### src/rtl/bezier_pkg.sv
`default_nettype none
// ============================================================================
// Package : bezier_pkg
// Brief   : Shared widths and build-FSM state encoding for the tone-curve LUT.
// Rev     : 1.0  initial release
// ============================================================================
package bezier_pkg;

    localparam int LUT_ENTRIES = 256;
    localparam int T_W         = 16;
    localparam int P_W         = 10;
    localparam int PIX_W       = 8;

    typedef enum logic [1:0] {
        ST_IDLE  = 2'd0,
        ST_SWEEP = 2'd1,
        ST_DRAIN = 2'd2
    } state_t;

endpackage : bezier_pkg
`default_nettype wire

### src/rtl/bezier_lut_ram.sv
`default_nettype none
// ============================================================================
// Module : bezier_lut_ram
// Brief  : Tone LUT storage; one synchronous write port, three async reads.
// Rev    : 1.0  initial release
// ============================================================================
module bezier_lut_ram
    import bezier_pkg::*;
#(
    parameter int ADDR_W = $clog2(LUT_ENTRIES),
    parameter int DATA_W = PIX_W
) (
    input  logic              CLK,
    input  logic              i_we,
    input  logic [ADDR_W-1:0] i_waddr,
    input  logic [DATA_W-1:0] i_wdata,
    input  logic [ADDR_W-1:0] i_raddr_r,
    input  logic [ADDR_W-1:0] i_raddr_g,
    input  logic [ADDR_W-1:0] i_raddr_b,
    output logic [DATA_W-1:0] o_rdata_r,
    output logic [DATA_W-1:0] o_rdata_g,
    output logic [DATA_W-1:0] o_rdata_b
);

    // Contents are meaningless until a build completes, so no reset.
    logic [DATA_W-1:0] r_mem [2**ADDR_W];

    always_ff @(posedge CLK) begin
        if (i_we) begin
            r_mem[i_waddr] <= i_wdata;
        end
    end

    assign o_rdata_r = r_mem[i_raddr_r];
    assign o_rdata_g = r_mem[i_raddr_g];
    assign o_rdata_b = r_mem[i_raddr_b];

endmodule : bezier_lut_ram
`default_nettype wire

### src/rtl/bezier_tone_lut.sv
`default_nettype none
// ============================================================================
// Module : bezier_tone_lut
// Brief  : Sweeps the external Bezier evaluator to fill a tone LUT, then maps
//          8-bit R/G/B video through it with a fixed 2-cycle latency.
// Rev    : 1.0  initial release
// ============================================================================
module bezier_tone_lut
    import bezier_pkg::*;
#(
    parameter int ADDR_W  = 8,
    parameter int BEZ_LAT = 2
) (
    input  logic              CLK,
    input  logic              RESET_N,
    input  logic              START,
    input  logic [P_W-1:0]    P1_IN,
    input  logic [P_W-1:0]    P2_IN,
    output logic [P_W-1:0]    BZ_P1,
    output logic [P_W-1:0]    BZ_P2,
    output logic [T_W-1:0]    BZ_T,
    input  logic [PIX_W-1:0]  BZ_TT,
    output logic              BUSY,
    output logic              LUT_VALID,
    input  logic              PIX_DVAL,
    input  logic [ADDR_W-1:0] PIX_R,
    input  logic [ADDR_W-1:0] PIX_G,
    input  logic [ADDR_W-1:0] PIX_B,
    output logic              OUT_DVAL,
    output logic [PIX_W-1:0]  OUT_R,
    output logic [PIX_W-1:0]  OUT_G,
    output logic [PIX_W-1:0]  OUT_B
);

    state_t             r_state;
    state_t             w_state_nxt;
    logic               w_load;
    logic               w_finish;
    logic               w_issue;
    logic               w_wr_en;
    logic [ADDR_W-1:0]  w_wr_addr;
    logic               w_last_wr;

    logic [ADDR_W-1:0]  r_addr;
    logic [BEZ_LAT-1:0] r_dly_v;
    logic [ADDR_W-1:0]  r_dly_a [BEZ_LAT];
    logic               r_pending;
    logic               r_busy;
    logic               r_lut_valid;
    logic [P_W-1:0]     r_p1;
    logic [P_W-1:0]     r_p2;

    logic               r_s1_dval;
    logic               r_s1_map;
    logic [ADDR_W-1:0]  r_s1_r;
    logic [ADDR_W-1:0]  r_s1_g;
    logic [ADDR_W-1:0]  r_s1_b;
    logic               r_out_dval;
    logic [PIX_W-1:0]   r_out_r;
    logic [PIX_W-1:0]   r_out_g;
    logic [PIX_W-1:0]   r_out_b;
    logic [PIX_W-1:0]   w_lut_r;
    logic [PIX_W-1:0]   w_lut_g;
    logic [PIX_W-1:0]   w_lut_b;

    assign w_issue   = (r_state == ST_SWEEP);
    assign w_wr_en   = r_dly_v[BEZ_LAT-1];
    assign w_wr_addr = r_dly_a[BEZ_LAT-1];
    assign w_last_wr = w_wr_en && (w_wr_addr == '1);

    always_ff @(posedge CLK or negedge RESET_N) begin
        if (!RESET_N) begin
            r_state <= ST_IDLE;
        end else begin
            r_state <= w_state_nxt;
        end
    end

    // A START arriving on the final drain cycle joins the pending request.
    always_comb begin
        w_state_nxt = r_state;
        w_load      = 1'b0;
        w_finish    = 1'b0;
        case (r_state)
            ST_IDLE: begin
                if (START) begin
                    w_state_nxt = ST_SWEEP;
                    w_load      = 1'b1;
                end
            end
            ST_SWEEP: begin
                if (r_addr == '1) begin
                    w_state_nxt = ST_DRAIN;
                end
            end
            ST_DRAIN: begin
                if (w_last_wr) begin
                    if (r_pending || START) begin
                        w_state_nxt = ST_SWEEP;
                        w_load      = 1'b1;
                    end else begin
                        w_state_nxt = ST_IDLE;
                        w_finish    = 1'b1;
                    end
                end
            end
            default: w_state_nxt = ST_IDLE;
        endcase
    end

    always_ff @(posedge CLK or negedge RESET_N) begin
        if (!RESET_N) begin
            r_addr      <= '0;
            r_dly_v     <= '0;
            for (int i = 0; i < BEZ_LAT; i++) begin
                r_dly_a[i] <= '0;
            end
            r_pending   <= 1'b0;
            r_busy      <= 1'b0;
            r_lut_valid <= 1'b0;
            r_p1        <= '0;
            r_p2        <= '0;
        end else begin
            // Address parks at the top so BZ_T holds 0xFFFF after the sweep.
            if (w_load) begin
                r_addr <= '0;
            end else if (w_issue && (r_addr != '1)) begin
                r_addr <= r_addr + 1'b1;
            end

            r_dly_v[0] <= w_issue;
            r_dly_a[0] <= r_addr;
            for (int i = 1; i < BEZ_LAT; i++) begin
                r_dly_v[i] <= r_dly_v[i-1];
                r_dly_a[i] <= r_dly_a[i-1];
            end

            if (w_load) begin
                r_pending <= 1'b0;
            end else if (START && (r_state != ST_IDLE)) begin
                r_pending <= 1'b1;
            end

            if (w_load) begin
                r_busy      <= 1'b1;
                r_lut_valid <= 1'b0;
                r_p1        <= P1_IN;
                r_p2        <= P2_IN;
            end else if (w_finish) begin
                r_busy      <= 1'b0;
                r_lut_valid <= 1'b1;
            end
        end
    end

    bezier_lut_ram #(
        .ADDR_W (ADDR_W),
        .DATA_W (PIX_W)
    ) u_ram (
        .CLK       (CLK),
        .i_we      (w_wr_en),
        .i_waddr   (w_wr_addr),
        .i_wdata   (BZ_TT),
        .i_raddr_r (r_s1_r),
        .i_raddr_g (r_s1_g),
        .i_raddr_b (r_s1_b),
        .o_rdata_r (w_lut_r),
        .o_rdata_g (w_lut_g),
        .o_rdata_b (w_lut_b)
    );

    // The snapshot taken with the pixel decides mapping for all three components.
    always_ff @(posedge CLK or negedge RESET_N) begin
        if (!RESET_N) begin
            r_s1_dval  <= 1'b0;
            r_s1_map   <= 1'b0;
            r_s1_r     <= '0;
            r_s1_g     <= '0;
            r_s1_b     <= '0;
            r_out_dval <= 1'b0;
            r_out_r    <= '0;
            r_out_g    <= '0;
            r_out_b    <= '0;
        end else begin
            r_s1_dval  <= PIX_DVAL;
            r_s1_map   <= r_lut_valid;
            r_s1_r     <= PIX_R;
            r_s1_g     <= PIX_G;
            r_s1_b     <= PIX_B;
            r_out_dval <= r_s1_dval;
            if (r_s1_dval) begin
                r_out_r <= r_s1_map ? w_lut_r : r_s1_r;
                r_out_g <= r_s1_map ? w_lut_g : r_s1_g;
                r_out_b <= r_s1_map ? w_lut_b : r_s1_b;
            end
        end
    end

    assign BZ_P1     = r_p1;
    assign BZ_P2     = r_p2;
    assign BZ_T      = {r_addr, r_addr};
    assign BUSY      = r_busy;
    assign LUT_VALID = r_lut_valid;
    assign OUT_DVAL  = r_out_dval;
    assign OUT_R     = r_out_r;
    assign OUT_G     = r_out_g;
    assign OUT_B     = r_out_b;

endmodule : bezier_tone_lut
`default_nettype wire

### config.mk
export PLATFORM = sky130hd
export DESIGN_NAME = bezier_tone_lut
export DESIGN_NICKNAME = d
export VERILOG_FILES = /design/src/rtl/bezier_pkg.sv /design/src/rtl/bezier_lut_ram.sv /design/src/rtl/bezier_tone_lut.sv
export SDC_FILE = /design/constraint.sdc
export NUM_CORES = 2
export LEC_CHECK = 0
export CAP_MARGIN = 20
export CELL_PAD_IN_SITES_DETAIL_PLACEMENT = 0
export CELL_PAD_IN_SITES_GLOBAL_PLACEMENT = 1
export CORE_ASPECT_RATIO = 1.4
export CORE_MARGIN = 4
export CORE_UTILIZATION = 50
export CTS_CLUSTER_DIAMETER = 30
export CTS_CLUSTER_SIZE = 14
export DETAILED_ROUTE_END_ITERATION = 12
export PLACE_DENSITY_LB_ADDON = 0.1
export SYNTH_ARGS = -nofsm -noshare
export SYNTH_HDL_FRONTEND = slang
export SYNTH_SLANG_ARGS = --single-unit
### constraint.sdc
create_clock -name CLK -period 2.67 [get_ports CLK]
set_clock_uncertainty 0.05 [all_clocks]
set_input_delay 0.534 -clock CLK [delete_from_list [all_inputs] [get_ports CLK]]
set_output_delay 0.534 -clock CLK [all_outputs]
set_load 0.01 [all_outputs]
==> results.toml <==
[floorplan]
start_util = 0.503
rows = 210
fp.dieH_um = 583
dieArea_sq_mm = 0.244
io_pins = 119
die_x_um = 419
core_sq_mm = 0.234

[synth]
synthCells = 6933
synth_top_area_share = 0.521
syn_avg_cell_area_sq_um = 17.0
ys_types = 80
yosys-top-cells-area = "edfxtp_1, mux4_2, mux2i_1, dfrtp_1, nor2_1"
ys_seq_elements = 2150
synth_fp_nets = 6990
async_flop_share = 0.0474
ys_seq_area_frac = 0.543
yosys_warnings = 0
synth_flop_cell = "edfxtp_1"
yosys.area.top_type = "edfxtp_1"
synth_edf_count = 2048
synth_area_sq_mm = 0.118

[grt]
grt_max_degree = 84
grt_use_met1 = 0.586
grt_use_total = 0.516
overflow = 0
top_usage_layer = "met2"
grt_use_met2 = 0.752
grt_pass1_wl_um = 835000
grt_pass1_vias = 93400
antenna_found_initial = 59
grt_use_met3 = 0.174

[clock_network]
cts_made_buffers = 414
h-tree-depth = 5
cts_tree = "done"
root_buffer = "clkbuf_16"
cts.path.max_buffers = 4
clock_sinks = 2150
clk_latency_ns = 0.95
path_clk_slew_ns = 0.05

[placed_design]
place_hpwl_um = 460000
globalplace.congestion = 1.10
place_inst = 11500
placed_area_sq_mm = 0.138
io_buffers = 118

[power]
power_leakage_nw = 57.0
power.density_mw_per_mm2 = 715
p_clk_frac = 0.468
p_switching_w = 0.0337
pwr-share-seq = 0.344
p_int_w = 0.0806
max-vdd-ir-drop_uv = 898
swShare = 0.295
p_comb_frac = 0.188

[outcome]
violations = "setup timing"
outcome = "finished with violations"

[critical_path]
required_ns = 3.36
end_kind = "register"
crit_path_max_incr_delay_ns = 0.71
crit_family = "multiplexers"
reg2reg_depth = 10
crit_chain = "buf_12 > buf_12 > buf_16 > mux4_2 > mux4_2 > mux2i_1 > o22ai_1 > buf_4 > o211ai_1 > nand3_1"
crit_fanout = 8
cp-start-kind = "register"
crit_slowest_cell = "dfrtp_4"
arrival_ns = 4.24
timing.critical_path.buf_inv = 4
worst-path-stages = 10
critical_path_class = "reg -> reg"

[timing]
worstMarginPinSlew_ns = 0.994
fmax_mhz = 282
whs_ns = 0.0204
setup-violations-final = 35
relSlewSlack = 0.335
fin_crit_sh = 1.33
fin_crit_ns = 3.55
setup_ws_ns = -0.879
rsz0062_at_grt = "true"
hold_viol_final = 0
drv_slew = 0

[route]
firstDrtPassIters = 6
routed_wl_um = 638000
wl_per_cell_um = 50.5
drtIter0Drc = 18100
viasPerCell = 7.72
drc = 0
vias = 97600
ant_nets = 0

[finish]
n_fill_cell = 16100
fin_cells = 12600
syn2layout_area_growth_pct = 35.4
finish.instance_area_sq_mm = 0.160
final_common_cell = "edfxtp_1"
layout.nets = 9213
drive_gt1_frac = 0.515
layout_common_cells = "edfxtp_1, buf_4, mux4_2"

[hold_path]
worstHoldPathType = "in -> reg"
hold_depth = 1

[flow_run]
maxCapViolCount = 0
worst paths after layout:
| path | start | end | slack, ns |
|---|---|---|---|
| max | r_s1_b[0] | OUT_B[7] | -0.88 |
| min | PIX_R[5] | r_s1_r[5] | 0.02 |
| max reg2reg | r_s1_b[0] | OUT_B[7] | -0.88 |
| min reg2reg | r_dly_a[13] | w_wr_addr[5] | 0.30 |
| max in group asynchronous | RESET_N | r_s1_b[3] | 1.49 |
| min in group asynchronous | RESET_N | r_addr[7] | 0.13 |
repair_timing:
| action | 4_1_cts | 5_1_grt |
|---|---|---|
| hold buffers | 15 | 0 |
| hold endpoints to repair | 52 | 0 |
| pin swaps | 94 | 130 |
| setup endpoints to repair | 30 | 25 |
| cloned | 21 | 10 |
| resized for setup | 553 | 370 |
| setup buffers | 123 | 154 |
cell usage after synthesis (all sizes together), types with 85 or more instances:
master / number
a21oi: 132
a221oi: 104
a22oi: 115
buf: 415
clkbuf: 222
dfrtp: 102
edfxtp: 2048
mux2i: 564
mux4: 1376
nand2: 303
nor2: 384
o21ai: 126
o221ai: 85
o22ai: 105
cell type report:
type                       instances  area [sq um]  area share
sequential                      2150         64100       0.401
multi-input combinational       4120         52600       0.329
timing repair buffer            2444         24800       0.155
clock buffer                     473         10900      0.0682
tap                             3074          3850      0.0241
clock inverter                   297          3310      0.0207
antenna                           52           130    0.000814
inverter                          26           124    0.000775
power groups by stage:
stage	logic [W]	registers (W)	clock network, W
after floorplan	0.00756	0.0395	0
after global placement	0.0186	0.0398	0
after detailed placement	0.0186	0.0399	0
after CTS	0.0197	0.0392	0.0533
after global routing	0.0212	0.0394	0.0551
final	0.0214	0.0393	0.0535
metrics by stage:
stage / setup slack (ns) / TNS (ns) / total power [W] / util
floorplan: 0.0522 / 0 / 0.0470 / -
global placement: -1.68 / -25.40 / 0.0584 / 0.589
detailed placement: -1.49 / -22.73 / 0.0585 / 0.589
CTS: -0.722 / -13.42 / 0.112 / 0.668
global route: -0.782 / -15.11 / 0.116 / 0.681
finish: -0.879 / -16.52 / 0.114 / 0.682
sequential cells by signal, summed over array words and instances (netlist names):
register	cells
r_s1_b	8
OUT_G	8
OUT_R	8
r_dly_v	2
BZ_P2	10
w_wr_addr	8
r_s1_map	1
r_state	2
OUT_DVAL	1
r_dly_a	8
u_ram.r_mem	2048
LUT_VALID	1
r_s1_r	8
BUSY	1
r_s1_dval	1
BZ_P1	10
r_pending	1
OUT_B	8
r_s1_g	8
r_addr	8
worst reg2reg max path: stages (launching register included):
cell	delay [ns]
dfrtp_4	0.71
buf_12	0.18
buf_12	0.16
buf_16	0.15
mux4_2	0.50
mux4_2	0.47
mux2i_1	0.14
o22ai_1	0.09
buf_4	0.18
o211ai_1	0.58
nand3_1	0.14
routing by layer:
layer	vias up	wire [um]
met3	3154	89100
met1	49500	190000
met2	10400	275000
li1	34600	-
met5	-	509
met4	21	83500
kinds of logic (layout without fill, tap and decap cells):
logic type / count (synthesis) / after routing / share of synthesized area
other cells: 0 / 52 / 0
compound gates: 1008 / 1008 / 0.0618
buf+inv: 663 / 3240 / 0.0359
simple gates: 1103 / 1103 / 0.0425
flops: 2150 / 2150 / 0.543
xor+xnor: 6 / 6 / 0.000445
fa+ha+maj: 1 / 1 / 0.000106
mux: 2002 / 2002 / 0.316
(Power assumes the default switching activity.)
